**config.mk**
```make
export PLATFORM = sky130hd
export DESIGN_NAME = imcor_div_arbiter
export DESIGN_NICKNAME = d
export VERILOG_FILES = /design/src/rtl/imcor_pkg.sv /design/src/rtl/imcor_rr_arb2.sv /design/src/rtl/imcor_div_arbiter.sv
export SDC_FILE = /design/constraint.sdc
export NUM_CORES = 1
export LEC_CHECK = 0
export ABC_AREA = 1
export CORE_MARGIN = 2
export CORE_UTILIZATION = 30
export CTS_CLUSTER_DIAMETER = 80
export DETAILED_ROUTE_END_ITERATION = 12
export DONT_BUFFER_PORTS = 1
export PLACE_DENSITY = 0.45
export RECOVER_POWER = 50
export SYNTH_ARGS = -nofsm -noshare
export SYNTH_HDL_FRONTEND = slang
export SYNTH_SLANG_ARGS = --single-unit
```
**constraint.sdc**
```tcl
create_clock -name clk -period 2.7 [get_ports clk]
set_clock_uncertainty 0.15 [all_clocks]
set_input_delay 0.135 -clock clk [delete_from_list [all_inputs] [get_ports clk]]
set_output_delay 0.135 -clock clk [all_outputs]
set_load 0.02 [all_outputs]
```
**src/rtl/imcor_pkg.sv**
```systemverilog
// Shared types and constants for the imcor over-exposure ratio path:
// sample widths, default divider latency, in-flight tag encoding and quotient saturation.
package imcor_pkg;

   localparam int IMCOR_DW_IN   = 10;
   localparam int IMCOR_DW_DEC  = 8;
   localparam int IMCOR_DIV_LAT = 4;
   localparam int IMCOR_DW_Q    = IMCOR_DW_IN + IMCOR_DW_DEC;

   typedef enum logic [1:0] {
      TAG_NONE = 2'd0,
      TAG_R    = 2'd1,
      TAG_B    = 2'd2
   } tag_e;

   // Divide-by-zero wins; otherwise a full-scale integer part discards the fraction.
   function automatic logic [IMCOR_DW_Q-1:0] sat_quot(input logic [IMCOR_DW_Q-1:0] quot,
                                                      input logic                  dbz);
      logic [IMCOR_DW_IN-1:0] int_part;
      int_part = quot[IMCOR_DW_Q-1:IMCOR_DW_DEC];
      if (dbz) begin
         return {{IMCOR_DW_IN{1'b1}}, {IMCOR_DW_DEC{1'b0}}};
      end else if (&int_part) begin
         return {int_part, {IMCOR_DW_DEC{1'b0}}};
      end else begin
         return quot;
      end
   endfunction

endpackage

```
**src/rtl/imcor_rr_arb2.sv**
```systemverilog
// Two-input round-robin arbiter (bit 0 = R, bit 1 = B) owning the priority pointer.
// ptr_upd strobes whenever a grant is made, which is also when the pointer moves.
module imcor_rr_arb2
   import imcor_pkg::*;
(
   input  logic       clk,
   input  logic       rst,
   input  logic [1:0] req,
   output logic [1:0] gnt,
   output logic       ptr_upd
);

   logic ptr_q;
   logic ptr_d;

   // Pointer 0 favours R. The winner hands priority to the other side, even when uncontended.
   always_comb begin
      gnt     = 2'b00;
      ptr_d   = ptr_q;
      ptr_upd = 1'b0;
      if (!rst) begin
         if (req[0] && (!req[1] || !ptr_q)) begin
            gnt     = 2'b01;
            ptr_d   = 1'b1;
            ptr_upd = 1'b1;
         end else if (req[1]) begin
            gnt     = 2'b10;
            ptr_d   = 1'b0;
            ptr_upd = 1'b1;
         end
      end
   end

   always_ff @(posedge clk or posedge rst) begin
      if (rst) begin
         ptr_q <= 1'b0;
      end else begin
         ptr_q <= ptr_d;
      end
   end

endmodule

```
**src/rtl/imcor_div_arbiter.sv**
```systemverilog
// Shares one pipelined divider between the R/G and B/G ratio requesters, steering saturated
// quotients back by tag. Define IMCOR_DIV_STATS_EN for per-frame grant/dbz statistics.
module imcor_div_arbiter
   import imcor_pkg::*;
#(
   parameter int DW_IN   = IMCOR_DW_IN,
   parameter int DW_DEC  = IMCOR_DW_DEC,
   parameter int DIV_LAT = IMCOR_DIV_LAT
) (
   input  logic                    clk,
   input  logic                    rst,
   input  logic                    vsync,
   input  logic                    req_r_valid,
   input  logic [DW_IN-1:0]        req_r_num,
   input  logic [DW_IN-1:0]        req_r_den,
   output logic                    req_r_ready,
   input  logic                    req_b_valid,
   input  logic [DW_IN-1:0]        req_b_num,
   input  logic [DW_IN-1:0]        req_b_den,
   output logic                    req_b_ready,
   output logic [DW_IN+DW_DEC-1:0] div_a,
   output logic [DW_IN-1:0]        div_b,
   output logic                    div_vld,
   input  logic [DW_IN+DW_DEC-1:0] div_quot,
   input  logic                    div_dbz,
   output logic                    rsp_r_valid,
   output logic [DW_IN+DW_DEC-1:0] rsp_r_quot,
   output logic                    rsp_b_valid,
   output logic [DW_IN+DW_DEC-1:0] rsp_b_quot,
   output logic                    busy
`ifdef IMCOR_DIV_STATS_EN
   ,
   output logic [15:0]             stat_r_cnt,
   output logic [15:0]             stat_b_cnt,
   output logic [15:0]             stat_dbz_cnt
`endif
);

   localparam int DW_Q = DW_IN + DW_DEC;

   logic [1:0]      gnt;
   logic            ptr_upd;

   logic [DW_Q-1:0]  div_a_q, div_a_d;
   logic [DW_IN-1:0] div_b_q, div_b_d;
   logic             div_vld_q, div_vld_d;

   // Stage 0 lines up with the operands on div_a/div_b, stage DIV_LAT with div_quot.
   tag_e tag_q [DIV_LAT+1];
   tag_e tag_d [DIV_LAT+1];
   tag_e tag_exit;

   logic            rsp_r_valid_q, rsp_r_valid_d;
   logic            rsp_b_valid_q, rsp_b_valid_d;
   logic [DW_Q-1:0] rsp_r_quot_q, rsp_r_quot_d;
   logic [DW_Q-1:0] rsp_b_quot_q, rsp_b_quot_d;
   logic [DW_Q-1:0] quot_sat;
   logic            inflight;

   imcor_rr_arb2 u_arb (
      .clk     (clk),
      .rst     (rst),
      .req     ({req_b_valid, req_r_valid}),
      .gnt     (gnt),
      .ptr_upd (ptr_upd)
   );

   assign req_r_ready = gnt[0];
   assign req_b_ready = gnt[1];

   // Operands only change on a grant so an idle divider sees stable inputs.
   always_comb begin
      div_vld_d = ptr_upd;
      div_a_d   = div_a_q;
      div_b_d   = div_b_q;
      tag_d[0]  = TAG_NONE;
      if (gnt[0]) begin
         div_a_d  = {req_r_num, {DW_DEC{1'b0}}};
         div_b_d  = req_r_den;
         tag_d[0] = TAG_R;
      end else if (gnt[1]) begin
         div_a_d  = {req_b_num, {DW_DEC{1'b0}}};
         div_b_d  = req_b_den;
         tag_d[0] = TAG_B;
      end
      for (int i = 1; i <= DIV_LAT; i++) begin
         tag_d[i] = tag_q[i-1];
      end
   end

   assign tag_exit = tag_q[DIV_LAT];
   assign quot_sat = sat_quot(div_quot, div_dbz);

   always_comb begin
      rsp_r_valid_d = (tag_exit == TAG_R);
      rsp_b_valid_d = (tag_exit == TAG_B);
      rsp_r_quot_d  = rsp_r_valid_d ? quot_sat : rsp_r_quot_q;
      rsp_b_quot_d  = rsp_b_valid_d ? quot_sat : rsp_b_quot_q;
   end

   always_comb begin
      inflight = rsp_r_valid_q | rsp_b_valid_q;
      for (int i = 0; i <= DIV_LAT; i++) begin
         inflight = inflight | (tag_q[i] != TAG_NONE);
      end
   end

   always_ff @(posedge clk or posedge rst) begin
      if (rst) begin
         div_a_q       <= '0;
         div_b_q       <= '0;
         div_vld_q     <= 1'b0;
         rsp_r_valid_q <= 1'b0;
         rsp_b_valid_q <= 1'b0;
         rsp_r_quot_q  <= '0;
         rsp_b_quot_q  <= '0;
         for (int i = 0; i <= DIV_LAT; i++) begin
            tag_q[i] <= TAG_NONE;
         end
      end else begin
         div_a_q       <= div_a_d;
         div_b_q       <= div_b_d;
         div_vld_q     <= div_vld_d;
         rsp_r_valid_q <= rsp_r_valid_d;
         rsp_b_valid_q <= rsp_b_valid_d;
         rsp_r_quot_q  <= rsp_r_quot_d;
         rsp_b_quot_q  <= rsp_b_quot_d;
         tag_q         <= tag_d;
      end
   end

   assign div_a       = div_a_q;
   assign div_b       = div_b_q;
   assign div_vld     = div_vld_q;
   assign rsp_r_valid = rsp_r_valid_q;
   assign rsp_r_quot  = rsp_r_quot_q;
   assign rsp_b_valid = rsp_b_valid_q;
   assign rsp_b_quot  = rsp_b_quot_q;
   assign busy        = inflight;

`ifdef IMCOR_DIV_STATS_EN
   logic        vsync_q;
   logic        vsync_rise;
   logic        ev_dbz;
   logic [15:0] cnt_r_q, cnt_r_d, cnt_b_q, cnt_b_d, cnt_dbz_q, cnt_dbz_d;
   logic [15:0] stat_r_q, stat_r_d, stat_b_q, stat_b_d, stat_dbz_q, stat_dbz_d;

   function automatic logic [15:0] sat_inc(input logic [15:0] cnt, input logic ev);
      if (ev && (cnt != 16'hFFFF)) begin
         return cnt + 16'd1;
      end
      return cnt;
   endfunction

   assign vsync_rise = vsync & ~vsync_q;
   assign ev_dbz     = (tag_exit != TAG_NONE) & div_dbz;

   // On a frame edge the old totals are published and this cycle's events open the new frame.
   always_comb begin
      stat_r_d   = stat_r_q;
      stat_b_d   = stat_b_q;
      stat_dbz_d = stat_dbz_q;
      cnt_r_d    = sat_inc(cnt_r_q, gnt[0]);
      cnt_b_d    = sat_inc(cnt_b_q, gnt[1]);
      cnt_dbz_d  = sat_inc(cnt_dbz_q, ev_dbz);
      if (vsync_rise) begin
         stat_r_d   = cnt_r_q;
         stat_b_d   = cnt_b_q;
         stat_dbz_d = cnt_dbz_q;
         cnt_r_d    = {15'd0, gnt[0]};
         cnt_b_d    = {15'd0, gnt[1]};
         cnt_dbz_d  = {15'd0, ev_dbz};
      end
   end

   always_ff @(posedge clk or posedge rst) begin
      if (rst) begin
         vsync_q    <= 1'b0;
         cnt_r_q    <= '0;
         cnt_b_q    <= '0;
         cnt_dbz_q  <= '0;
         stat_r_q   <= '0;
         stat_b_q   <= '0;
         stat_dbz_q <= '0;
      end else begin
         vsync_q    <= vsync;
         cnt_r_q    <= cnt_r_d;
         cnt_b_q    <= cnt_b_d;
         cnt_dbz_q  <= cnt_dbz_d;
         stat_r_q   <= stat_r_d;
         stat_b_q   <= stat_b_d;
         stat_dbz_q <= stat_dbz_d;
      end
   end

   assign stat_r_cnt   = stat_r_q;
   assign stat_b_cnt   = stat_b_q;
   assign stat_dbz_cnt = stat_dbz_q;
`else
   logic vsync_unused;
   assign vsync_unused = vsync;
`endif

endmodule

```
After elaboration in Yosys (flattened, before gate mapping)
Index checks and enable logic that the tools add are counted.
{"block": "word_totals", "register_bits": 78, "output_inout_bits": 70}
{"block": "op_classes", "n_reduce_logical": 13, "n_eq_ne": 2, "muxes": 16, "bitwise": 7}
{"op": "$mux 18", "n": 3}
{"op": "$mux 10", "n": 2}
{"op": "$reduce_bool 2->1", "n": 7}
{"op": "$mux 2", "n": 5}
{"op": "$reduce_and 10->1", "n": 1}
{"op": "$mux 8", "n": 1}
{"op": "$or 1x1->1", "n": 6}
{"op": "$mux 1", "n": 5}
{"op": "$eq 2x1->1 const B", "n": 1}
{"op": "$eq 2x2->1 const B", "n": 1}
{"op": "$logic_not 1->1", "n": 2}
{"op": "$reduce_and 2->1", "n": 1}
{"op": "$logic_and 1x1->1", "n": 1}
{"op": "$logic_or 1x1->1", "n": 1}
{"op": "$not 1->1", "n": 1}

Longest topological paths before layout
Gate-level depths: netlist (run 1).
{"block": "logic_depth", "ltp_word": 7, "mapped_depth": 7, "depth_no_buf": 6}

Hierarchy
A second synthesis (run 1) with hierarchy kept.
{"block": "unflattened", "cells_unflattened": 346, "hier_area_um2": 2971.6}
{"mod": "imcor_div_arbiter", "n_inst": 1, "area_per_inst_um2": 2896.5, "cells_per_inst": 336, "seq_area_each_um2": 1726.7}
{"mod": "imcor_rr_arb2", "n_inst": 1, "area_per_inst_um2": 75.1, "cells_per_inst": 10, "seq_area_each_um2": 25.0}

Worst setup path after synthesis (run 1)
Ideal clock, no wire load.
{"block": "synth_timing", "kind": "input port to flip-flop", "startpoint": "in rst", "endpoint": "reg div_a_q[10] (netlist: div_a[10])", "setup_ns": 0.069, "required_time_ns": 2.481, "arrival_ns": 1.640, "slack_ns": 0.841, "path_stages": 6, "cell_sequence": "inv_2 -> nand3_2 -> inv_2 -> buf_2 -> nand2_1 -> nand3_1"}
{"block": "synth_between", "elab_chain_cells": 2}
{"element": "start, declared", "line": "imcor_div_arbiter.sv:11", "text": "input logic rst,"}
{"element": "$mux 2 *", "line": "imcor_rr_arb2.sv:21", "text": "if (!rst) begin"}
{"element": "named net req_r_ready", "line": "imcor_div_arbiter.sv:16", "text": "output logic req_r_ready,"}
{"element": "$mux 18 / $reduce_bool 2->1 (equally long branches)"}
{"element": "end signal, assigned", "line": "imcor_div_arbiter.sv:121", "text": "div_a_q <= div_a_d;"}
{"element": "end, declared", "line": "imcor_div_arbiter.sv:44", "text": "logic [DW_Q-1:0] div_a_q, div_a_d;"}
The timed path passes the listed nets; every way through them passes the cells marked *.
A chain may end at the register's enable or synchronous reset.

Worst setup path in the final report (run 1)
{"block": "layout_timing", "startpoint": "reg u_arb.ptr_q", "endpoint": "reg div_a_q[16] (netlist: div_a[16])"}
{"block": "layout_between", "elab_chain_cells": 6}
{"element": "start, declared", "line": "imcor_rr_arb2.sv:13", "text": "logic ptr_q;"}
{"element": "start signal, assigned", "line": "imcor_rr_arb2.sv:38", "text": "ptr_q <= ptr_d;"}
{"element": "$logic_not 1->1 *", "line": "imcor_rr_arb2.sv:22", "text": "if (req[0] && (!req[1] || !ptr_q)) begin"}
{"element": "$logic_or 1x1->1 *", "line": "imcor_rr_arb2.sv:22"}
{"element": "$logic_and 1x1->1 *", "line": "imcor_rr_arb2.sv:22"}
{"element": "$mux 2 *", "line": "imcor_rr_arb2.sv:22"}
{"element": "$mux 2 *", "line": "imcor_rr_arb2.sv:21"}
{"element": "named net req_r_ready", "line": "imcor_div_arbiter.sv:16"}
{"element": "$mux 18 / $reduce_bool 2->1 (equally long branches)"}
Marks and branches as above.

==> results of run 1 <==
-- critical path: stages (launching register included) --
cell and delay, ps:
dfrtp_1 380, nand2_1 90, nand3_2 390, inv_2 540, nand2_1 150, nand3_1 120, dlygate4sd3_1 550
-- logic make-up (layout without fill, tap and decap cells) --
logic type,count (synthesis),count (layout),synth area share (%)
and+or+nand+nor,232,232,33.03
DFF,70,70,58.53
buffers and inverters,42,98,8.152
other,1,8,0.1253
AOI/OAI and AO/OA,1,1,0.1671
-- worst paths after layout --
path / from / endpoint / slack (ps)
min in group asynchronous: rst / u_arb.ptr_q / 780
hold reg to reg: tag_d[7] / tag_d[5] / 220
hold / removal: req_r_valid / u_arb.ptr_q / 120
setup / recovery: u_arb.ptr_q / div_a[16] / 260
setup reg to reg: u_arb.ptr_q / div_a[16] / 260
max in group asynchronous: rst / rsp_r_quot[9] / 570
-- metrics by stage --
step | power [W] | setup WS [ps] | instances
floorplan | 0.001812 | 841.2 | 353
global placement | 0.001883 | 919.6 | 466
detailed placement | 0.001889 | 901.0 | 466
CTS | 0.002867 | 356.4 | 542
global route | 0.003002 | 71.38 | 542
finish | 0.002833 | 258.5 | 542
-- sequential cells by signal (all words and copies together) (netlist names) --
signal	cells
u_arb.ptr_q	1
div_a	10
tag_d	8
rsp_b_valid	1
rsp_r_valid	1
rsp_b_quot	18
rsp_r_quot	18
div_vld	1
div_b	10
tag_exit	2
-- layer usage --
metal | routed length (um) | up-vias | GRT usage [%]
met5 | 0 | - | 0
met4 | 143 | 0 | 6.467
met3 | 638 | 11 | 5.075
met2 | 3606 | 100 | 24.34
met1 | 3244 | 1136 | 17.82
li1 | - | 1181 | -
-- Yosys cell counts, drive strengths merged --
library cell    n
conb            1
nand3          58
or2            10
nor3            2
inv            18
nand2         145
dfrtp          70
buf            24
nor2           17
o21ai           1
-- power groups by stage --
| stage | Combinational (W) | Clock (W) | Sequential [W] |
|---|---|---|---|
| floorplan | 0.000258 | 0 | 0.00155 |
| global placement | 0.000282 | 0 | 0.00160 |
| detailed placement | 0.000288 | 0 | 0.00160 |
| CTS | 0.000417 | 0.000867 | 0.00158 |
| global route | 0.000481 | 0.000917 | 0.00160 |
| finish | 0.000416 | 0.000839 | 0.00158 |
-- repair_timing --
item,in CTS,in global routing
resized for setup,0,0
setup endpoints to repair,0,0
hold endpoints to repair,127,0
hold buffers,61,0
-- layout make-up --
cell class / instances / area, um2
timing repair buffer: 65 / 638.1
fill: 989 / 5898
multi-input combinational: 241 / 1018
clock buffer: 11 / 141.4
tap: 133 / 166.4
clock inverter: 4 / 47.55
sequential: 70 / 1752
inverter: 18 / 67.56
==> impl_metrics.toml, run 1 <==
[global_routing]
grt_pass1_vias = 2594
grt_max_degree = 71
grt_pass1_wl_mm = 12.79
grt-ovfl-total = 0
grt_usage_pct = 14.88
antenna_found_initial = 0

[placement]
io_buffers = 0
placed_area_mm2 = 0.003039
gp_congestion = 0.7377
dp_hpwl_mm = 4.744

[cts]
cts_tree = "done"
cts_buffers = 9
cts.sinks = 70
postCtsSetupRepairBufs = 0
clk_latency_ps = 340
cts_htree_levels = 3
clock_tree.buffer_depth = 2
path_clk_slew_ps = 70
root_buffer = "clkbuf_8"

[route]
post_drt_wl_per_cell_um = 14.08
vias = 2428
antenna_left = 0
drc = 0
first_iter_violations = 96
firstDrtPassIters = 4
totalWireLength_mm = 7.632
vias_per_cell = 4.480

[synthesis]
yosys.area.top_type_share_pct = 58.53
ys_ff_latch = 70
ys_types = 17
syn_area_mm2 = 0.002993
yosys_warnings = 0
avgSynthCellArea_um2 = 8.650
syn_inst = 346
synth_top_area_cell = "dfrtp_1"
synth_area_leaders = "dfrtp_1 59%, nand2_1 18%, nand3_1 9.4%, buf_4 2.5%, buf_6 1.9%"
yosysSeqAreaShare_pct = 58.53

[die]
die_area_mm2 = 0.01079
core_mm2 = 0.009729
start_util_pct = 30.76
chipWidth_um = 103.9
die_h_um = 103.9
io_pins = 134
fp-row-count = 36

[layout]
n_antenna_cell = 0
post_route_cells_drive_above_1_share_pct = 8.068
final_area_mm2 = 0.003831
area_growth_pct = 28.01
fin_util_pct = 39.38
num-nets-final = 469
layout_commonest_cell = "nand2_1"
final_cell_mix = "144 x nand2_1, 70 x dfrtp_1, 61 x dlygate4sd3_1"

[hold_path]
hold_path.class = "in2reg"
hold_path_depth = 2

[sta]
worstMarginPinSlew_ps = 1745
setup_viol = 0
hold_violations = 0
worst_hold_slack_ps = 117.2
drv_slew = 71
rsz0062_at_grt = "no"
tns_ps = 0
post-route-min-period_ps = 2442
fin_crit_sh_pct = 90.43
fmax_ghz = 0.4096
relSlewSlack_pct = -16.36

[outcome]
violations = "max-capacitance violations, max-slew violations"
status = "complete, but fails checks"

[power_and_ir_drop]
switchingPower_w = 0.0009523
sw_frac_of_total_pct = 33.62
peakVddDrop_mv = 0.2910
clkPwrFrac_pct = 29.6
powerDensity_mw_per_mm2 = 739.4
p_comb_share_pct = 14.7
power.internal_w = 0.001880
p_seq_share_pct = 55.7
power_leakage_nw = 1.938

[setup_path]
critPathKind = "reg2reg"
cp_max_fo = 23
cp.required_ps = 2830
cp-end-kind = "flip-flop"
rr_worst_depth = 6
worst_setup_path_start_kind = "flip-flop"
arrival_ps = 2570

[run]
timing.max_cap.violations = 1
No activity file was read; power rests on OpenSTA's default activity.
==> inputs of run 2 (changes only) <==
--- a/config.mk
+++ b/config.mk
@@ -7,11 +7,11 @@
 export LEC_CHECK = 0
 export ABC_AREA = 1
 export CORE_MARGIN = 2
-export CORE_UTILIZATION = 30
+export CORE_UTILIZATION = 45
 export CTS_CLUSTER_DIAMETER = 80
 export DETAILED_ROUTE_END_ITERATION = 12
 export DONT_BUFFER_PORTS = 1
-export PLACE_DENSITY = 0.45
+export PLACE_DENSITY = 0.61
 export RECOVER_POWER = 50
 export SYNTH_ARGS = -nofsm -noshare
 export SYNTH_HDL_FRONTEND = slang
==> run 2 against run 1 <==
The flow now finishes without violations. Non-clock buffer count decreased by 1. Worst setup slack improved by 75 ps. Highest routed layer unchanged. Register-to-register slack improved by 70 ps. Die area decreased by 32%. Power decreased by 0.45%. Via count decreased by 0.16%. First-iteration DRC count increased by 48%. Clock-buffer cell count increased by 2.
==> impl_metrics.toml, run 2 (same netlist as run 1, synthesis figures left out) <==
[power_and_ir_drop]
p_seq_share_pct = 56.0
peakVddDrop_mv = 0.4484
power.internal_w = 0.001904
clkPwrFrac_pct = 29.4
p_comb_share_pct = 14.7
sw_frac_of_total_pct = 32.49
power_leakage_nw = 1.925
switchingPower_w = 0.0009161
powerDensity_mw_per_mm2 = 752.2

[layout]
multi_input_area_mm2 = 0.001018
fin_util_pct = 58.70
fill_cells = 547
n_antenna_cell = 0
post_route_cells_drive_above_1_share_pct = 7.371
num-nets-final = 468
final_area_mm2 = 0.003749
area_growth_pct = 25.25
register_area_mm2 = 0.001752
layout_commonest_cell = "nand2_1"
final_cell_mix = "144 x nand2_1, 70 x dfrtp_1, 61 x dlygate4sd3_1"

[hold_path]
hold_path.class = "in2reg"
min_from = "req_r_valid"

[route]
totalWireLength_mm = 7.049
firstDrtPassIters = 4
first_iter_violations = 142
antenna_left = 0
drt-met1-wl_mm = 2.971
topRoutingLayerUsed = "met4"
route.met2.wl_mm = 3.358
wl_met3_um = 589
vias = 2424
post_drt_wl_per_cell_um = 14.56
drc = 0
vias_per_cell = 5.008

[die]
core_mm2 = 0.006386
io_pins = 134
fp-row-count = 29
die_h_um = 85.55
chipWidth_um = 85.55
die_area_mm2 = 0.007319
start_util_pct = 46.87

[placement]
gp_congestion = 0.7569
io_buffers = 0
placed_area_mm2 = 0.002962
dp_hpwl_mm = 4.303

[cts]
path_clk_slew_ps = 70
clk_latency_ps = 330
cts.sinks = 70
clock_tree.buffer_depth = 2
cts_tree = "done"
cts_buffers = 9
cts_resized = 0
cts_htree_levels = 3
root_buffer = "clkbuf_8"

[sta]
fin_crit_sh_pct = 87.67
tns_ps = 0
setup_viol = 0
post-route-min-period_ps = 2367
worst_hold_slack_ps = 123.2
rsz0062_at_grt = "no"
worstMarginPinSlew_ps = 857.1
relSlewSlack_pct = 42.86
hold_violations = 0
fmax_ghz = 0.4225
drv_slew = 0

[setup_path]
rr_worst_depth = 6
cp.required_ps = 2820
worst_setup_path_start_kind = "flip-flop"
arrival_ps = 2490
crit_start = "u_arb.ptr_q"
cp-end-kind = "flip-flop"
r2r_start = "u_arb.ptr_q"
reg2reg_to = "div_a[8]"
crit_end = "div_a[8]"
critPathKind = "reg2reg"
cp_max_fo = 23
r2r_slack_ps = 330

[outcome]
status = "completed"

[global_routing]
grt_usage_pct = 20.06
grt_max_degree = 71
antenna_found_initial = 0
grt_pass1_vias = 2360
grt_pass1_wl_mm = 11.47
grt-ovfl-total = 0

[run]
timing.max_cap.violations = 0
## run 2: power by group through the flow
stage / Clock [W] / Sequential (W) / Combinational, W
final: 0.000828 / 0.00158 / 0.000414
after global routing: 0.000892 / 0.00160 / 0.000478
after CTS: 0.000849 / 0.00158 / 0.000413
after detailed placement: 0 / 0.00160 / 0.000283
after global placement: 0 / 0.00159 / 0.000274
after floorplan: 0 / 0.00155 / 0.000258
## run 2: layout make-up
cell class,instances,share of cell area (%)
Sequential cell,70,46.73
Multi-Input combinational cell,241,27.17
Timing Repair Buffer,64,16.69
Clock buffer,13,4.239
Tap cell,77,2.570
Inverter,18,1.802
Clock inverter,1,0.8011
## run 2: worst min path at each step
stage,to,slack (ps),cells past startpoint
after global placement,div_b[8],120,2
after detailed placement,div_a[11],120,2
after floorplan,div_b[7],120,2
after CTS,u_arb.ptr_q,120,2
after global routing,tag_d[7],160,3
final,u_arb.ptr_q,120,2
## run 2: critical path, cell delays in order (launching register included)
cell,delay [ps]
dfrtp_1,380
nand2_1,90
nand3_2,370
inv_2,510
nand2_1,130
nand3_1,110
dlygate4sd3_1,550
## run 2: layer usage
metal | vias to the layer above | global-route usage, %
li1 | 1180 | -
met1 | 1120 | 25.36
met2 | 112 | 31.96
met3 | 12 | 7.122
met4 | 0 | 7.359
met5 | - | 0
## run 2: per-stage QoR
stage | cells | setup WS, ps | power (W)
floorplan | 353 | 841.2 | 0.001812
global placement | 409 | 949.1 | 0.001869
detailed placement | 409 | 938.1 | 0.001881
CTS | 484 | 379.6 | 0.002843
global route | 484 | 158.2 | 0.002971
finish | 484 | 333.0 | 0.002820
## run 2: repair_timing
| item | in CTS | in global routing |
|---|---|---|
| hold endpoints to repair | 127 | 0 |
| hold buffers | 61 | 0 |
| buffers inserted | 0 | 0 |
==> inputs of run 3 (changes only) <==
--- a/config.mk
+++ b/config.mk
@@ -5,7 +5,6 @@
 export SDC_FILE = /design/constraint.sdc
 export NUM_CORES = 1
 export LEC_CHECK = 0
-export ABC_AREA = 1
 export CORE_MARGIN = 2
 export CORE_UTILIZATION = 45
 export CTS_CLUSTER_DIAMETER = 80
==> run 3 against run 2 <==
Sequential power barely moved. First-iteration DRC count fell by 32%. Global-route usage barely moved. Clock-buffer cell count fell by 2. Critical path depth did not move. Final cell count fell by 19%. Worst setup slack got worse by 89 ps. Sequential cell count did not move. Power rose by 7.3%. Combinational power rose by 2%. Utilization rose by 3.7 points. Largest cell class unchanged. Highest routed layer unchanged.
==> impl_metrics.toml, run 3 <==
[outcome]
status = "completed"

[die]
start_util_pct = 47.28
die_h_um = 83.57
die_area_mm2 = 0.006984
core_mm2 = 0.006026
fp-row-count = 28
io_pins = 134
chipWidth_um = 83.57

[synthesis]
ys_ff_latch = 70
synth_area_leaders = "dfrtp_1 61%, a221o_1 7.0%, nand2_1 5.0%, o21ai_0 4.7%, and2_0 4.4%"
ys.flop_type = "dfrtp_1"
ys_types = 24
yosys_warnings = 0
syn_inst = 247
synth_edf_count = 0
synth_commonest_cells = "70 x dfrtp_1, 38 x nand2_1, 27 x o21ai_0"
synth_top_area_cell = "dfrtp_1"
synth.most_common_cell = "dfrtp_1"
yosysSeqAreaShare_pct = 61.48
syn_area_mm2 = 0.002849
avgSynthCellArea_um2 = 11.53
yosys.area.top_type_share_pct = 61.48
async_flop_share_pct = 100.0

[layout]
post_route_cells_drive_above_1_share_pct = 11.01
layout_commonest_cell = "dfrtp_1"
n_antenna_cell = 0
num-nets-final = 377
area_growth_pct = 32.06
final_cell_mix = "70 x dfrtp_1, 64 x dlygate4sd3_1, 38 x nand2_1"
fin_util_pct = 62.44
final_area_mm2 = 0.003762

[setup_path]
cp.required_ps = 2820
cp_slowest_cell = "a21oi_2"
crit_chain = "dlygate4sd3_1 -> nand2b_1 -> a21oi_2 -> buf_4 -> a221o_1 -> dlygate4sd3_1"
cp-end-kind = "flip-flop"
arrival_ps = 2570
critPathMostFrequentCell = "dlygate4sd3_1"
cp_max_fo = 13
critPathKind = "in2reg"
worst_setup_path_start_kind = "input pin"
cpPeakStageDelay_ps = 670

[hold_path]
hold_path.class = "in2reg"

[sta]
relSlewSlack_pct = 40.60
rsz0062_at_grt = "no"
hold_violations = 0
fin_crit_sh_pct = 90.96
setup_viol = 0
tns_ps = 0
fmax_ghz = 0.4072
drv_slew = 0
setup_slack_ps = 244.0
worstMarginPinSlew_ps = 890.9
worst_hold_slack_ps = 33.35
post-route-min-period_ps = 2456

[global_routing]
grt_usage_pct = 20.11
grt_max_degree = 51
grt-ovfl-total = 0
antenna_found_initial = 0
grt_pass1_vias = 2267
grt_pass1_wl_mm = 11.11

[cts]
cts_tree = "done"
root_buffer = "clkbuf_8"
path_clk_slew_ps = 70
cts_htree_levels = 3
postCtsSetupRepairBufs = 0
cts_buffers = 9
clock_tree.buffer_depth = 2
clk_latency_ps = 330
cts.sinks = 70

[placement]
dp_hpwl_mm = 3.891
placed_area_mm2 = 0.002878
gp_congestion = 0.7219
pre_cts_ws_ps = 928.6
io_buffers = 0

[power_and_ir_drop]
powerDensity_mw_per_mm2 = 804.2
power_leakage_nw = 1.709
peakVddDrop_mv = 0.4478

[route]
totalWireLength_mm = 6.677
drc = 0
vias = 2078
vias_per_cell = 5.288
post_drt_wl_per_cell_um = 16.99
antenna_left = 0
firstDrtPassIters = 6
first_iter_violations = 96

[run]
timing.max_cap.violations = 0
## run 3: cell types whose count changed in the layout (fill, tap and decap cells not counted), sizes merged, moves of 4 or more
cell	before	now
and2	0	20
a221o	0	20
nand2	145	38
buf	1	5
or2	10	0
nand3	58	1
nor2	17	10
nand2b	0	12
inv	17	5
o21ai	1	37
## run 3: cells by family after synthesis
group	share of synthesized area [%]
flip-flops	61.48
other	0.1316
AO/OA/AOI/OAI	17.00
buffers and inverters	6.017
AND/OR/NAND/NOR	15.37
## run 3: repair_timing
item                      in CTS  in global routing
resized for setup              0                  0
hold buffers                  64                  0
hold endpoints to repair     129                  0
## run 3: critical path: cells and delay by family
family | cells | cell delay (ps)
buf+inv | 3 | 1400
compound gates | 2 | 830
simple gates | 1 | 200
## run 3: area by class of cell
| class | count | area (um2) |
|---|---|---|
| fill | 463 | 2263 |
| inverter | 5 | 18.77 |
| clock inverter | 5 | 106.4 |
| multi-input combinational | 157 | 955.9 |
| sequential | 70 | 1752 |
| tap | 75 | 93.84 |
| timing repair buffer | 70 | 694.4 |
| clock buffer | 11 | 141.4 |
## run 3: metrics by stage
| stage | cells | total power (W) |
|---|---|---|
| final | 393 | 0.003026 |
| after global routing | 393 | 0.003181 |
| after CTS | 393 | 0.003047 |
| after detailed placement | 313 | 0.001892 |
| after global placement | 313 | 0.001880 |
| after floorplan | 254 | 0.001820 |
## run 3: worst paths after layout
check,depth (start not counted),slack [ps],endpoint,startpoint
max in group asynchronous,3,1340,tag_d[3],rst
min in group asynchronous,2,310,div_b[5],rst
setup reg to reg,5,300,div_a[15],u_arb.ptr_q
setup / recovery,6,240,div_a[15],rst
hold reg to reg,0,230,tag_exit[0],tag_d[0]
hold / removal,3,30,rsp_r_quot[4],div_quot[14]
## run 3: metal layers
| metal | share of wire [%] | global-route usage (%) | up-vias | wire length, um |
|---|---|---|---|---|
| met5 | 0 | 0 | - | 0 |
| met4 | 1.4 | 8.798 | 0 | 91 |
| met3 | 8.4 | 6.726 | 11 | 564 |
| met2 | 50 | 32.58 | 109 | 3333 |
| met1 | 40 | 24.45 | 993 | 2688 |
| li1 | - | - | 965 | - |
## run 3: report_power, final
part | switching (W) | leakage (nW) | internal (W)
combinational | 0.000201 | 0.716 | 0.000223
sequential | 0.000348 | 0.872 | 0.00123
clock | 0.000381 | 0.120 | 0.000641
